[src/rtl/spi_packet_master.sv]
// spi_packet_master: packet source for the router SPI link.
// Captures an 8-bit destination and data word on start, appends the 9-bit
// checksum (dest + data, carry kept), and shifts the 25-bit packet MSB-first
// onto masterClock/bitOut/selectOut with a fixed divided serial clock.
// Optional feature macro: SPI_FAULT_INJECT_EN adds input corruptChecksum,
// which inverts the transmitted checksum LSB when set with start.
module spi_packet_master #(
    parameter int CLK_DIV = 4,
    parameter int SIZE    = 8
) (
    input  logic            clock,
    input  logic            reset,
    input  logic            start,
`ifdef SPI_FAULT_INJECT_EN
    input  logic            corruptChecksum,
`endif
    input  logic [SIZE-1:0] destIn,
    input  logic [SIZE-1:0] dataIn,
    output logic            busy,
    output logic            done,
    output logic            masterClock,
    output logic            bitOut,
    output logic            selectOut
);

    localparam int PKT_W = 3 * SIZE + 1;
    localparam int CNT_W = $clog2(PKT_W);
    localparam int DIV_W = (CLK_DIV > 1) ? $clog2(2 * CLK_DIV) : 1;

    localparam logic [DIV_W-1:0] DIV_LOW_END = DIV_W'(CLK_DIV - 1);
    localparam logic [DIV_W-1:0] DIV_BIT_END = DIV_W'(2 * CLK_DIV - 1);
    localparam logic [CNT_W-1:0] LAST_BIT    = CNT_W'(PKT_W - 1);

    typedef enum logic [1:0] {
        S_IDLE,
        S_LOAD,
        S_SHIFT,
        S_DONE
    } state_t;

    state_t            r_state;
    logic [SIZE-1:0]   r_dest;
    logic [SIZE-1:0]   r_data;
    logic              r_corrupt;
    // Bits still waiting to be sent; the bit on the wire lives in r_bit_out.
    logic [PKT_W-2:0]  r_shift;
    logic [CNT_W-1:0]  r_bit;
    logic [DIV_W-1:0]  r_div;
    logic              r_busy;
    logic              r_done;
    logic              r_mclk;
    logic              r_bit_out;
    logic              r_select;

    logic [SIZE:0]     w_checksum;
    logic [PKT_W-1:0]  w_packet;

`ifdef SPI_FAULT_INJECT_EN
    logic              w_corrupt_in;
    assign w_corrupt_in = corruptChecksum;
`else
    logic              w_corrupt_in;
    assign w_corrupt_in = 1'b0;
`endif

    // Checksum keeps the carry in its top bit; the fault option flips its LSB.
    assign w_checksum = ({1'b0, r_dest} + {1'b0, r_data}) ^ {{SIZE{1'b0}}, r_corrupt};
    assign w_packet   = {r_dest, r_data, w_checksum};

    assign busy        = r_busy;
    assign done        = r_done;
    assign masterClock = r_mclk;
    assign bitOut      = r_bit_out;
    assign selectOut   = r_select;

    // Frame sequencer: every output is set for the state being entered, so
    // all link and handshake outputs come straight from flops.
    // NOTE: sequential state uses non-blocking assignments so every flop
    // samples the pre-edge values regardless of statement order.
    always_ff @(posedge clock or posedge reset) begin
        if (reset) begin
            r_state   <= S_IDLE;
            r_dest    <= '0;
            r_data    <= '0;
            r_corrupt <= 1'b0;
            r_shift   <= '0;
            r_bit     <= '0;
            r_div     <= '0;
            r_busy    <= 1'b0;
            r_done    <= 1'b0;
            r_mclk    <= 1'b0;
            r_bit_out <= 1'b0;
            r_select  <= 1'b0;
        end else begin
            r_done <= 1'b0;
            case (r_state)
                S_IDLE: begin
                    if (start) begin
                        r_dest    <= destIn;
                        r_data    <= dataIn;
                        r_corrupt <= w_corrupt_in;
                        r_busy    <= 1'b1;
                        r_state   <= S_LOAD;
                    end
                end
                S_LOAD: begin
                    r_shift   <= w_packet[PKT_W-2:0];
                    r_bit     <= LAST_BIT;
                    r_div     <= '0;
                    r_bit_out <= w_packet[PKT_W-1];
                    r_mclk    <= 1'b0;
                    r_select  <= 1'b1;
                    r_state   <= S_SHIFT;
                end
                S_SHIFT: begin
                    if (r_div == DIV_BIT_END) begin
                        // End of the high phase: next bit or end of frame.
                        r_div  <= '0;
                        r_mclk <= 1'b0;
                        if (r_bit == '0) begin
                            r_select <= 1'b0;
                            r_done   <= 1'b1;
                            r_state  <= S_DONE;
                        end else begin
                            r_bit_out <= r_shift[PKT_W-2];
                            r_shift   <= {r_shift[PKT_W-3:0], 1'b0};
                            r_bit     <= r_bit - 1'b1;
                        end
                    end else begin
                        r_div <= r_div + 1'b1;
                        if (r_div == DIV_LOW_END) begin
                            r_mclk <= 1'b1;
                        end
                    end
                end
                S_DONE: begin
                    r_busy  <= 1'b0;
                    r_state <= S_IDLE;
                end
                default: begin
                    r_state <= S_IDLE;
                end
            endcase
        end
    end

endmodule

[config.mk]
export PLATFORM = sky130hd
export DESIGN_NAME = spi_packet_master
export DESIGN_NICKNAME = d
export VERILOG_FILES = /design/src/rtl/spi_packet_master.sv
export SDC_FILE = /design/constraint.sdc
export NUM_CORES = 1
export LEC_CHECK = 0
export BUFFER_PORTS_ARGS = -buffer_cell sky130_fd_sc_hd__buf_2
export CORE_MARGIN = 4
export CORE_UTILIZATION = 43
export CTS_CLUSTER_DIAMETER = 50
export DETAILED_ROUTE_END_ITERATION = 8
export SLEW_MARGIN = 20
export SYNTH_ARGS = -nofsm -noshare
export SYNTH_HDL_FRONTEND = slang
export SYNTH_SLANG_ARGS = --single-unit
[constraint.sdc]
create_clock -name clock -period 2.5 [get_ports clock]
set_input_delay 0.5 -clock clock [delete_from_list [all_inputs] [get_ports clock]]
set_output_delay 0.5 -clock clock [all_outputs]
set_load 0.005 [all_outputs]
==> summary.txt, run 1 <==
Critical Path RT -> 2.76 ns
Seq/Total Area, Yosys -> 0.4827
fmax -> 472.2 MHz
Crit path arrival time -> 2.38 ns
FFs w/ async S/R, synth -> 1.000
endpoints failing setup -> 0
layout overhead on the synthesized area -> 9.390%
die width -> 89.44 um
DR pass1 iterations -> 4
area leader, netlist -> dfrtp_1
HPWL after DPL -> 3775 um
mux share of post-synthesis cell area -> 0.1448
Worst-Margin Slew -> 0.6077 ns
Via-to-Cell Ratio -> 5.288
initial DRC count -> 137
clock buffer depth -> 2
GRT Residual Overflow -> 0
Die Ht -> 89.44 um
Post-Synth Simple-Gate Area -> 0.1321
GRT Overall Usage -> 0.1483
kind of critical path -> register to register
Final period util -> 0.8470
clock buffer count from CTS -> 5
cts hold-fix bufs -> 0
critical path depth in cells -> 7
die area -> 0.007999 mm^2
Max Slew Vio Count -> 0
via count -> 1893
CP endpoint kind -> register
XOR/XNOR share of the synthesized area -> 0.009215
Post-synth EDFFs -> 0
row count -> 29
maximum vdd drop -> 0.6023 mV
Detail Route Antenna Nets -> 0
Clock Skew -> 0.009239 ns
CTS H-tree depth -> 2
Tmin final -> 2.118 ns
Leak Pwr -> 0.001384 uW
Post-Syn Instances -> 259
detailed-route wire length -> 5223 um
Ys Warns -> 0
Setup TNS -> 0 ns
CP cell instances -> ha_1 > fa_1 > a211oi_1 > o21bai_1 > a21oi_1 > mux2i_1 > o211a_1
top cell type's share of synthesized area -> 0.4827
Ports -> 24
core area -> 0.006386 mm^2
CP bufs+invs -> 0
Clock Latency Late Sink -> 0.31 ns
post-synthesis compound-gate area fraction -> 0.1145
postcts setup bufs -> 0
count leader, synth -> dfrtp_1
Initial Util -> 0.4465
Synth top cells by count -> 55 x dfrtp_1, 30 x nor2_1, 22 x a21oi_1, 21 x mux2i_1, 18 x mux2_2
CTS Sinks -> 55
Synth Cell Area -> 0.002851 mm^2
Max-cap violations -> 0
WHS -> 0.2452 ns
endpoints failing hold -> 0
Antenna Cells -> 0
CP delay by family, top -> compound AO/OA/AOI/OAI gates
synth unique cells -> 47
adder and majority cell fraction of the synthesized area -> 0.07723
Avg Synthesized Cell Area -> 11.01 um^2
Crit Path Max Fanout -> 3
Syn Nets -> 295
Avg WL per Cell -> 14.59 um
fill count -> 586
Layout Nets -> 316
Worst Hold Class -> input port to asynchronous set/reset pin
first-pass GRT wire length -> 9066 um
PortBufs -> 23
worst r2r path cells -> 7
synthesis-stage register bit count -> 55
Pwr per Cell Area -> 1307 mW/mm^2
Post-synth top flop -> dfrtp_1
RSZ-0062 raised after global routing -> false
Placer Congestion -> 0.7687
Worst slew margin -> 0.5943
status -> finished, final reports clean
Synth area leaders -> dfrtp_1 48%, mux2i_1 7.4%, mux2_2 7.1%, ha_1 7.0%, nor2_1 3.9%
vias in the first global route -> 1878
Reg clk slew, reported paths -> 0.10 ns
largest net degree at the start of global routing -> 46
TritonCTS clock tree -> done
crit start category -> register
layout cell share with drive strength beyond 1 -> 0.2100
Root Buffer -> clkbuf_8
initial antenna violation count -> 0
post-CTS sizing -> 0
drt drc -> 0
slowest stage delay, CP -> 0.43 ns
largest family of logic cells by synthesized area -> multiplexers
critical path's slowest cell -> fa_1
## final timing paths
path	slack, ns	startpoint	endpoint
worst max-delay path	0.38	r_dest[0]$_DFFE_PP0P_	r_shift[6]$_DFFE_PP0P_
worst min-delay path	0.25	reset	r_data[7]$_DFFE_PP0P_
worst max register to register	0.38	r_dest[0]$_DFFE_PP0P_	r_shift[6]$_DFFE_PP0P_
worst min register to register	0.50	r_shift[3]$_DFFE_PP0P_	r_shift[3]$_DFFE_PP0P_
max in group asynchronous	1.68	reset	r_shift[1]$_DFFE_PP0P_
min in group clock	0.41	dataIn[4]	r_data[4]$_DFFE_PP0P_
## layout by cell type, fill, tap and decap left out, drive strengths merged, types with 3 or more instances in the layout
cell type / count
a21oi: 22
o21ai: 10
nand3b: 3
buf: 26
clkbuf: 5
dfrtp: 55
nor3: 4
nor2: 30
nor3b: 3
mux2i: 21
ha: 16
mux2: 18
nand2b: 3
inv: 10
nand2: 16
## worst register-to-register path, cell delays in order, from the launching register on
cell and delay [ns]:
dfrtp_1 0.41, ha_1 0.25, fa_1 0.43, a211oi_1 0.28, o21bai_1 0.11, a21oi_1 0.22
mux2i_1 0.22, o211a_1 0.16
## kinds of logic (layout without fill, tap and decap cells)
| group | Yosys count | after routing |
|---|---|---|
| AOI/OAI and AO/OA | 52 | 52 |
| and+or+nand+nor | 71 | 71 |
| adders and majority gates | 17 | 17 |
| xor gates and xnor gates | 3 | 3 |
| DFF | 55 | 55 |
| buffers and inverters | 22 | 44 |
| muxes | 39 | 39 |
## routing by layer
| layer | part of all wire | GRT usage | vias up |
|---|---|---|---|
| met5 | 0 | 0 | - |
| met4 | 0.016 | 0.05007 | 0 |
| met3 | 0.032 | 0.03779 | 8 |
| met2 | 0.43 | 0.2143 | 24 |
| met1 | 0.52 | 0.2162 | 909 |
| li1 | - | - | 952 |
## layout make-up
cell class / instances / area (um^2) / area share
flip-flops and latches: 55 / 1376 / 0.4412
multi-input cells: 182 / 1365 / 0.4376
repair buffers: 26 / 150.1 / 0.04813
well taps: 77 / 96.34 / 0.03089
clock buffers: 5 / 68.82 / 0.02206
inverters: 10 / 37.54 / 0.01203
clock inverters: 3 / 25.02 / 0.008022
## power by group
part	leakage (uW)	total [uW]	switching (uW)	internal, uW
Combinational	0.000701	2010	1060	952
Sequential	0.000639	1560	282	1280
Clock	0.0000443	500	299	201
Total	0.00138	4080	1640	2430
## sequential cells by signal (all words and copies together) (netlist names)
register	count
bitOut	1
busy	1
done	1
masterClock	1
r_bit	5
r_data	8
r_dest	8
r_div	3
r_shift	24
r_state	2
selectOut	1
## stage by stage
stage / total power, uW / cell area [um^2] / util / instances / setup WS (ns)
2_1_floorplan: 3182 / 2851 / - / 259 / 0.5390
3_3_place_gp: 3573 / 3025 / 0.4737 / 350 / 0.4484
4_1_cts: 4139 / 3119 / 0.4884 / 358 / 0.3858
6_report: 4077 / 3119 / 0.4884 / 358 / 0.3825
3_5_place_dp: 3619 / 3025 / 0.4737 / 350 / 0.4044
5_1_grt: 4484 / 3119 / 0.4884 / 358 / 0.1557
Power figures use the tool's default switching activity.
==> run 2, diff against run 1 <==
Clock period 2.5 ns to 1.9 ns, I/O delays scaled along.
==> summary.txt, run 2 (synthesis results as in run 1) <==
Pwr per Cell Area -> 1812 mW/mm^2 (was 1307 mW/mm^2)
GRT Overall Usage -> 0.1598 (was 0.1483)
Placer Congestion -> 0.7838 (was 0.7687)
GRT Residual Overflow -> 0 (unchanged)
combinational power share -> 0.502 (was 0.494)
Crit path arrival time -> 2.11 ns (was 2.38 ns)
layout cell share with drive strength beyond 1 -> 0.2715 (was 0.2100)
switching power total -> 2289 uW (was 1643 uW)
Die Ht -> 89.44 um (unchanged)
Top Registers -> r_shift x24, r_data x8, r_dest x8 (unchanged)
Worst-Margin Slew -> 0.2953 ns (was 0.6077 ns)
largest net degree at the start of global routing -> 56 (was 46)
Power Total -> 5995 uW (was 4077 uW)
DR pass1 iterations -> 4 (unchanged)
Reg clk slew, reported paths -> 0.10 ns (about the same)
commonest cells after routing, fill and taps aside -> 54 x dfrtp_1, 30 x nor2_1, 23 x buf_2, 21 x mux2i_1, 20 x a21oi_1 (was 55 x dfrtp_1, 30 x nor2_1, 23 x buf_2, 22 x a21oi_1, 21 x mux2i_1)
clock share of power -> 0.151 (was 0.123)
clock buffer depth -> 2 (unchanged)
first-pass GRT wire length -> 9798 um (was 9066 um)
layout overhead on the synthesized area -> 16.06% (was 9.390%)
HPWL after DPL -> 3907 um (was 3775 um)
row count -> 29 (unchanged)
Leak Pwr -> 0.001467 uW (was 0.001384 uW)
Ports -> 24 (unchanged)
Max Slew Vio Count -> 0 (unchanged)
CP cell instances -> ha_2 > fa_2 > a211oi_2 > o21bai_1 > a21oi_2 > mux2i_1 > o211a_1 (was ha_1 > fa_1 > a211oi_1 > o21bai_1 > a21oi_1 > mux2i_1 > o211a_1)
Setup TNS -> 0 ns (unchanged)
die width -> 89.44 um (unchanged)
drt drc -> 0 (unchanged)
Largest Register -> r_shift (unchanged)
CP endpoint kind -> register (unchanged)
Avg WL per Cell -> 15.20 um (was 14.59 um)
WHS -> 0.09794 ns (was 0.2452 ns)
endpoints failing hold -> 0 (unchanged)
clock buffer count from CTS -> 5 (unchanged)
final std cells w/o fill -> 368 (was 358)
initial DRC count -> 65 (was 137)
Tmin final -> 1.857 ns (was 2.118 ns)
die area -> 0.007999 mm^2 (unchanged)
Layout Nets -> 326 (was 316)
kind of critical path -> register to register (unchanged)
Root Buffer -> clkbuf_8 (unchanged)
Max-cap violations -> 0 (unchanged)
RSZ-0062 raised after global routing -> true (was false)
via count -> 1955 (was 1893)
endpoints failing setup -> 0 (unchanged)
Int Pwr -> 3707 uW (was 2434 uW)
CP bufs+invs -> 0 (unchanged)
CTS Sinks -> 55 (unchanged)
slowest stage delay, CP -> 0.40 ns (was 0.43 ns)
fill count -> 592 (was 586)
vias in the first global route -> 1984 (was 1878)
Crit Path Max Fanout -> 2 (was 3)
Worst slew margin -> 0.8006 (was 0.5943)
Detail Route Antenna Nets -> 0 (unchanged)
fmax -> 538.5 MHz (was 472.2 MHz)
postcts setup bufs -> 0 (unchanged)
crit start category -> register (unchanged)
flip-flop count of the largest register after layout -> 24 (unchanged)
Final period util -> 0.9774 (was 0.8470)
maximum vdd drop -> 0.8054 mV (was 0.6023 mV)
TritonCTS clock tree -> done (unchanged)
Critical Path RT -> 2.16 ns (was 2.76 ns)
status -> finished, final reports clean (unchanged)
sequential share of power -> 0.347 (was 0.383)
Clock Skew -> 0.008536 ns (was 0.009239 ns)
core area -> 0.006386 mm^2 (unchanged)
Worst Hold Class -> input port to asynchronous set/reset pin (unchanged)
Via-to-Cell Ratio -> 5.313 (was 5.288)
CP delay by family, top -> compound AO/OA/AOI/OAI gates (unchanged)
sw frac -> 0.3817 (was 0.4030)
placed instance count -> 360 (was 350)
detailed-route wire length -> 5592 um (was 5223 um)
critical path's slowest cell -> dfrtp_1 (was fa_1)
PortBufs -> 23 (unchanged)
initial antenna violation count -> 0 (unchanged)
most common cell after layout, fill and taps aside -> dfrtp_1 (unchanged)
CTS H-tree depth -> 2 (unchanged)
Antenna Cells -> 0 (unchanged)
Clock Latency Late Sink -> 0.31 ns (about the same)
Initial Util -> 0.4465 (unchanged)
-- run 2: cell types whose count changed in the layout (fill, tap and decap cells not counted), sizes merged --
| cell | before | now |
|---|---|---|
| clkinvlp | 1 | 0 |
| clkbuf | 5 | 6 |
| clkinv | 2 | 0 |
| bufinv | 0 | 2 |
| buf | 26 | 36 |
-- run 2: power groups by stage --
stage | registers (uW) | logic [uW] | clock network [uW]
after detailed placement | 2080 | 2880 | 0
final | 2080 | 3010 | 907
after floorplan | 1960 | 2250 | 0
after global placement | 2070 | 2790 | 0
after CTS | 2060 | 2910 | 939
after global routing | 2150 | 3390 | 986
-- run 2: tightest hold or removal path, stage by stage --
cell and delay [ns]:
buf_2 0.10, inv_2 0.06, buf_12 0.26
-- run 2: worst paths after layout --
kind / start / to / slack [ns] / cells after the start
hold / removal: reset / r_div[0]$_DFFE_PP0P_ / 0.1 / 3
max in group asynchronous: reset / r_dest[5]$_DFFE_PP0P_ / 1.55 / 3
setup reg to reg: r_dest[0]$_DFFE_PP0P_ / r_shift[6]$_DFFE_PP0P_ / 0.04 / 7
min in group clock: dataIn[4] / r_data[4]$_DFFE_PP0P_ / 0.29 / 2
setup / recovery: r_dest[0]$_DFFE_PP0P_ / r_shift[6]$_DFFE_PP0P_ / 0.04 / 7
hold reg to reg: selectOut$_DFFE_PP0P_ / selectOut$_DFFE_PP0P_ / 0.50 / 2
-- run 2: cell type report --
type	count	area, um^2	area share
Multi-Input combinational cell	182	1428	0.4314
Sequential cell	55	1378	0.4163
Timing Repair Buffer	36	237.7	0.07183
Tap cell	77	96.34	0.02911
Clock buffer	6	72.57	0.02193
Clock inverter	2	60.06	0.01815
Inverter	10	37.54	0.01134
-- run 2: timing repair --
| action | in CTS | in global routing |
|---|---|---|
| setup endpoints to repair | 1 | 21 |
| gates resized for setup | 2 | 9 |
| pin swaps | 1 | 0 |
| hold buffers | 0 | 0 |
-- run 2: per-stage QoR --
stage	area, um^2	worst slack (ns)	utilization
2_1_floorplan	2859	0.05166	-
3_3_place_gp	3120	0.04920	0.4886
3_5_place_dp	3120	-0.01902	0.4886
4_1_cts	3259	0.02300	0.5104
5_1_grt	3309	-0.06877	0.5182
6_report	3309	0.04302	0.5182
-- run 2: routing by layer --
layer	vias up	track usage	wire length [um]	part of all wire
met5	-	0	0	0
met4	0	0.05277	70	0.013
met3	5	0.02949	151	0.027
met2	22	0.2405	2548	0.46
met1	959	0.2325	2821	0.50
li1	969	-	-	-
==> run 3, diff against run 2 <==
--- a/config.mk
+++ b/config.mk
@@ -11,4 +11,5 @@
 export CTS_CLUSTER_DIAMETER = 50
 export DETAILED_ROUTE_END_ITERATION = 8
+export MAX_ROUTING_LAYER = met4
 export SLEW_MARGIN = 20
 export SYNTH_ARGS = -nofsm -noshare
==> constraint.sdc (replaced) <==
create_clock -name clock -period 1.9 [get_ports clock]
set_input_delay 0 -clock clock [delete_from_list [all_inputs] [get_ports clock]]
set_output_delay 0 -clock clock [all_outputs]
set_load 0.005 [all_outputs]
==> summary.txt, run 3 (synthesis results as in run 1) <==
Crit Path Max Fanout -> 3 (was 2)
die area -> 0.007999 mm^2 (unchanged)
worst hold path startpoint -> start
detailed-route wire length -> 5694 um (was 5592 um)
CTS Sinks -> 55 (unchanged)
initial DRC count -> 57 (was 65)
Layout Nets -> 345 (was 326)
CTS H-tree depth -> 2 (unchanged)
Setup TNS -> 0 ns (unchanged)
kind of critical path -> register to register (unchanged)
via count -> 2030 (was 1955)
layout overhead on the synthesized area -> 20.62% (was 16.06%)
slowest stage delay, CP -> 0.41 ns (was 0.40 ns)
endpoints failing setup -> 0 (unchanged)
HPWL after DPL -> 3990 um (was 3907 um)
Reg clk slew, reported paths -> 0.10 ns (about the same)
Via-to-Cell Ratio -> 5.245 (was 5.313)
final core area utilization -> 0.5386 (was 0.5182)
CP bufs+invs -> 0 (unchanged)
fmax -> 537.1 MHz (was 538.5 MHz)
critical path's slowest cell -> dfrtp_1 (unchanged)
CP endpoint kind -> register (unchanged)
layout cell share with drive strength beyond 1 -> 0.2581 (was 0.2715)
maximum vdd drop -> 0.8544 mV (was 0.8054 mV)
Max-cap violations -> 0 (unchanged)
status -> finished, final reports clean (unchanged)
Die Ht -> 89.44 um (unchanged)
core area -> 0.006386 mm^2 (unchanged)
Initial Util -> 0.4465 (unchanged)
Detail Route Antenna Nets -> 0 (unchanged)
die width -> 89.44 um (unchanged)
Placer Congestion -> 0.8276 (was 0.7838)
placed instance count -> 361 (was 360)
Tmin final -> 1.862 ns (was 1.857 ns)
Antenna Cells -> 0 (unchanged)
CP cell instances -> ha_2 > fa_2 > a211oi_2 > o21bai_1 > a21oi_2 > mux2i_1 > o211a_1 (unchanged)
PortBufs -> 23 (unchanged)
PnR worst setup slack -> 0.03799 ns (was 0.04302 ns)
clock buffer depth -> 2 (unchanged)
Pwr per Cell Area -> 1672 mW/mm^2 (was 1812 mW/mm^2)
Ports -> 24 (unchanged)
RSZ-0062 raised after global routing -> true (unchanged)
Root Buffer -> clkbuf_8 (unchanged)
Largest Register -> r_shift (unchanged)
most common cell after layout, fill and taps aside -> dfrtp_1 (unchanged)
Clock Skew -> 0.01094 ns (was 0.008536 ns)
Worst-Margin Slew -> 0.5466 ns (was 0.2953 ns)
Leak Pwr -> 0.001521 uW (was 0.001467 uW)
Top Registers -> r_shift x24, r_data x8, r_dest x8 (unchanged)
flip-flop count of the largest register after layout -> 24 (unchanged)
DR pass1 iterations -> 4 (unchanged)
endpoints failing hold -> 0 (unchanged)
Power Total -> 5752 uW (was 5995 uW)
Critical path origin -> r_data[0]$_DFFE_PP0P_ (was r_dest[0]$_DFFE_PP0P_)
vias in the first global route -> 1941 (was 1984)
TritonCTS clock tree -> done (unchanged)
Setup Slack @ Placement -> 0.008064 ns (was -0.01902 ns)
Worst slew margin -> 0.6350 (was 0.8006)
first-pass GRT wire length -> 9508 um (was 9798 um)
final std cells w/o fill -> 387 (was 368)
Final period util -> 0.9800 (was 0.9774)
Worst Hold Class -> input port to register (was input port to asynchronous set/reset pin)
Max Slew Vio Count -> 0 (unchanged)
row count -> 29 (unchanged)
Critical Path RT -> 2.15 ns (was 2.16 ns)
drt drc -> 0 (unchanged)
GRT Overall Usage -> 0.1584 (was 0.1598)
commonest cells after routing, fill and taps aside -> 54 x dfrtp_1, 30 x nor2_1, 23 x buf_2, 21 x mux2i_1, 20 x a21oi_1 (unchanged)
largest net degree at the start of global routing -> 39 (was 56)
crit start category -> register (unchanged)
Crit path arrival time -> 2.11 ns (about the same)
worst reg2reg path startpoint -> r_data[0]$_DFFE_PP0P_ (was r_dest[0]$_DFFE_PP0P_)
initial antenna violation count -> 0 (unchanged)
GRT Residual Overflow -> 0 (unchanged)
Clock Latency Late Sink -> 0.31 ns (about the same)
CP delay by family, top -> compound AO/OA/AOI/OAI gates (unchanged)
Avg WL per Cell -> 14.71 um (was 15.20 um)
clock buffer count from CTS -> 5 (unchanged)
-- run 3: cell count changes in the layout (fill, tap and decap cells not counted), sizes merged --
cell         delta
dlygate4sd3    +17
buf             +2
bufinv          -2
clkinv          +2
clkbuf          -1
clkinvlp        +1
-- run 3: worst paths after layout --
path | depth (start not counted) | slack [ns] | end
max in group asynchronous | 4 | 1.07 | r_dest[1]$_DFFE_PP0P_
setup reg to reg | 7 | 0.04 | r_shift[6]$_DFFE_PP0P_
hold / removal | 4 | 0.06 | busy$_DFFE_PP0P_
min in group asynchronous | 3 | 0.28 | r_div[0]$_DFFE_PP0P_
hold reg to reg | 1 | 0.50 | r_shift[3]$_DFFE_PP0P_
setup / recovery | 7 | 0.04 | r_shift[6]$_DFFE_PP0P_
-- run 3: through the flow --
stage / instance area, um^2 / hold WS (ns)
global route: 3440 / 0.06205
CTS: 3392 / 0.04812
finish: 3440 / 0.06264
global placement: 3128 / 0.07782
floorplan: 2859 / 0.1506
detailed placement: 3128 / 0.08379
-- run 3: timing repair --
item,4_1_cts,5_1_grt
endpoints found under the setup margin,1,12
endpoints found under the hold margin,39,0
pin swaps,1,4
setup buffers,0,1
resized for setup,0,8
hold buffers,17,0
-- run 3: tightest hold or removal path, cell delays in order --
cell,delay [ns]
buf_2,0.11
mux2i_1,0.07
nand2_1,0.06
o21ai_0,0.08
-- run 3: layout make-up --
cell class              instances  area, um^2
clock buffers                   5       68.82
clock inverters                 3       25.02
fillers                       556        2947
inverters                      10       37.54
multi-input cells             182        1411
flip-flops and latches         55        1378
well taps                      77       96.34
repair buffers                 55       422.9
-- run 3: metal layers --
metal / routed length, um / vias up / part of all wire / GRT usage
met5: 0 / - / 0 / -
met2: 2616 / 24 / 0.46 / 0.2324
met3: 121 / 4 / 0.021 / 0.02765
li1: - / 1013 / - / -
met1: 2909 / 989 / 0.51 / 0.2273
met4: 47 / 0 / 0.0083 / 0.04060
-- run 3: power by group --
group,internal (uW),switching [uW],leakage (uW)
Combinational,1510,1490,0.000839
Clock,265,401,0.0000443
Sequential,1690,392,0.000638
Total,3470,2280,0.00152
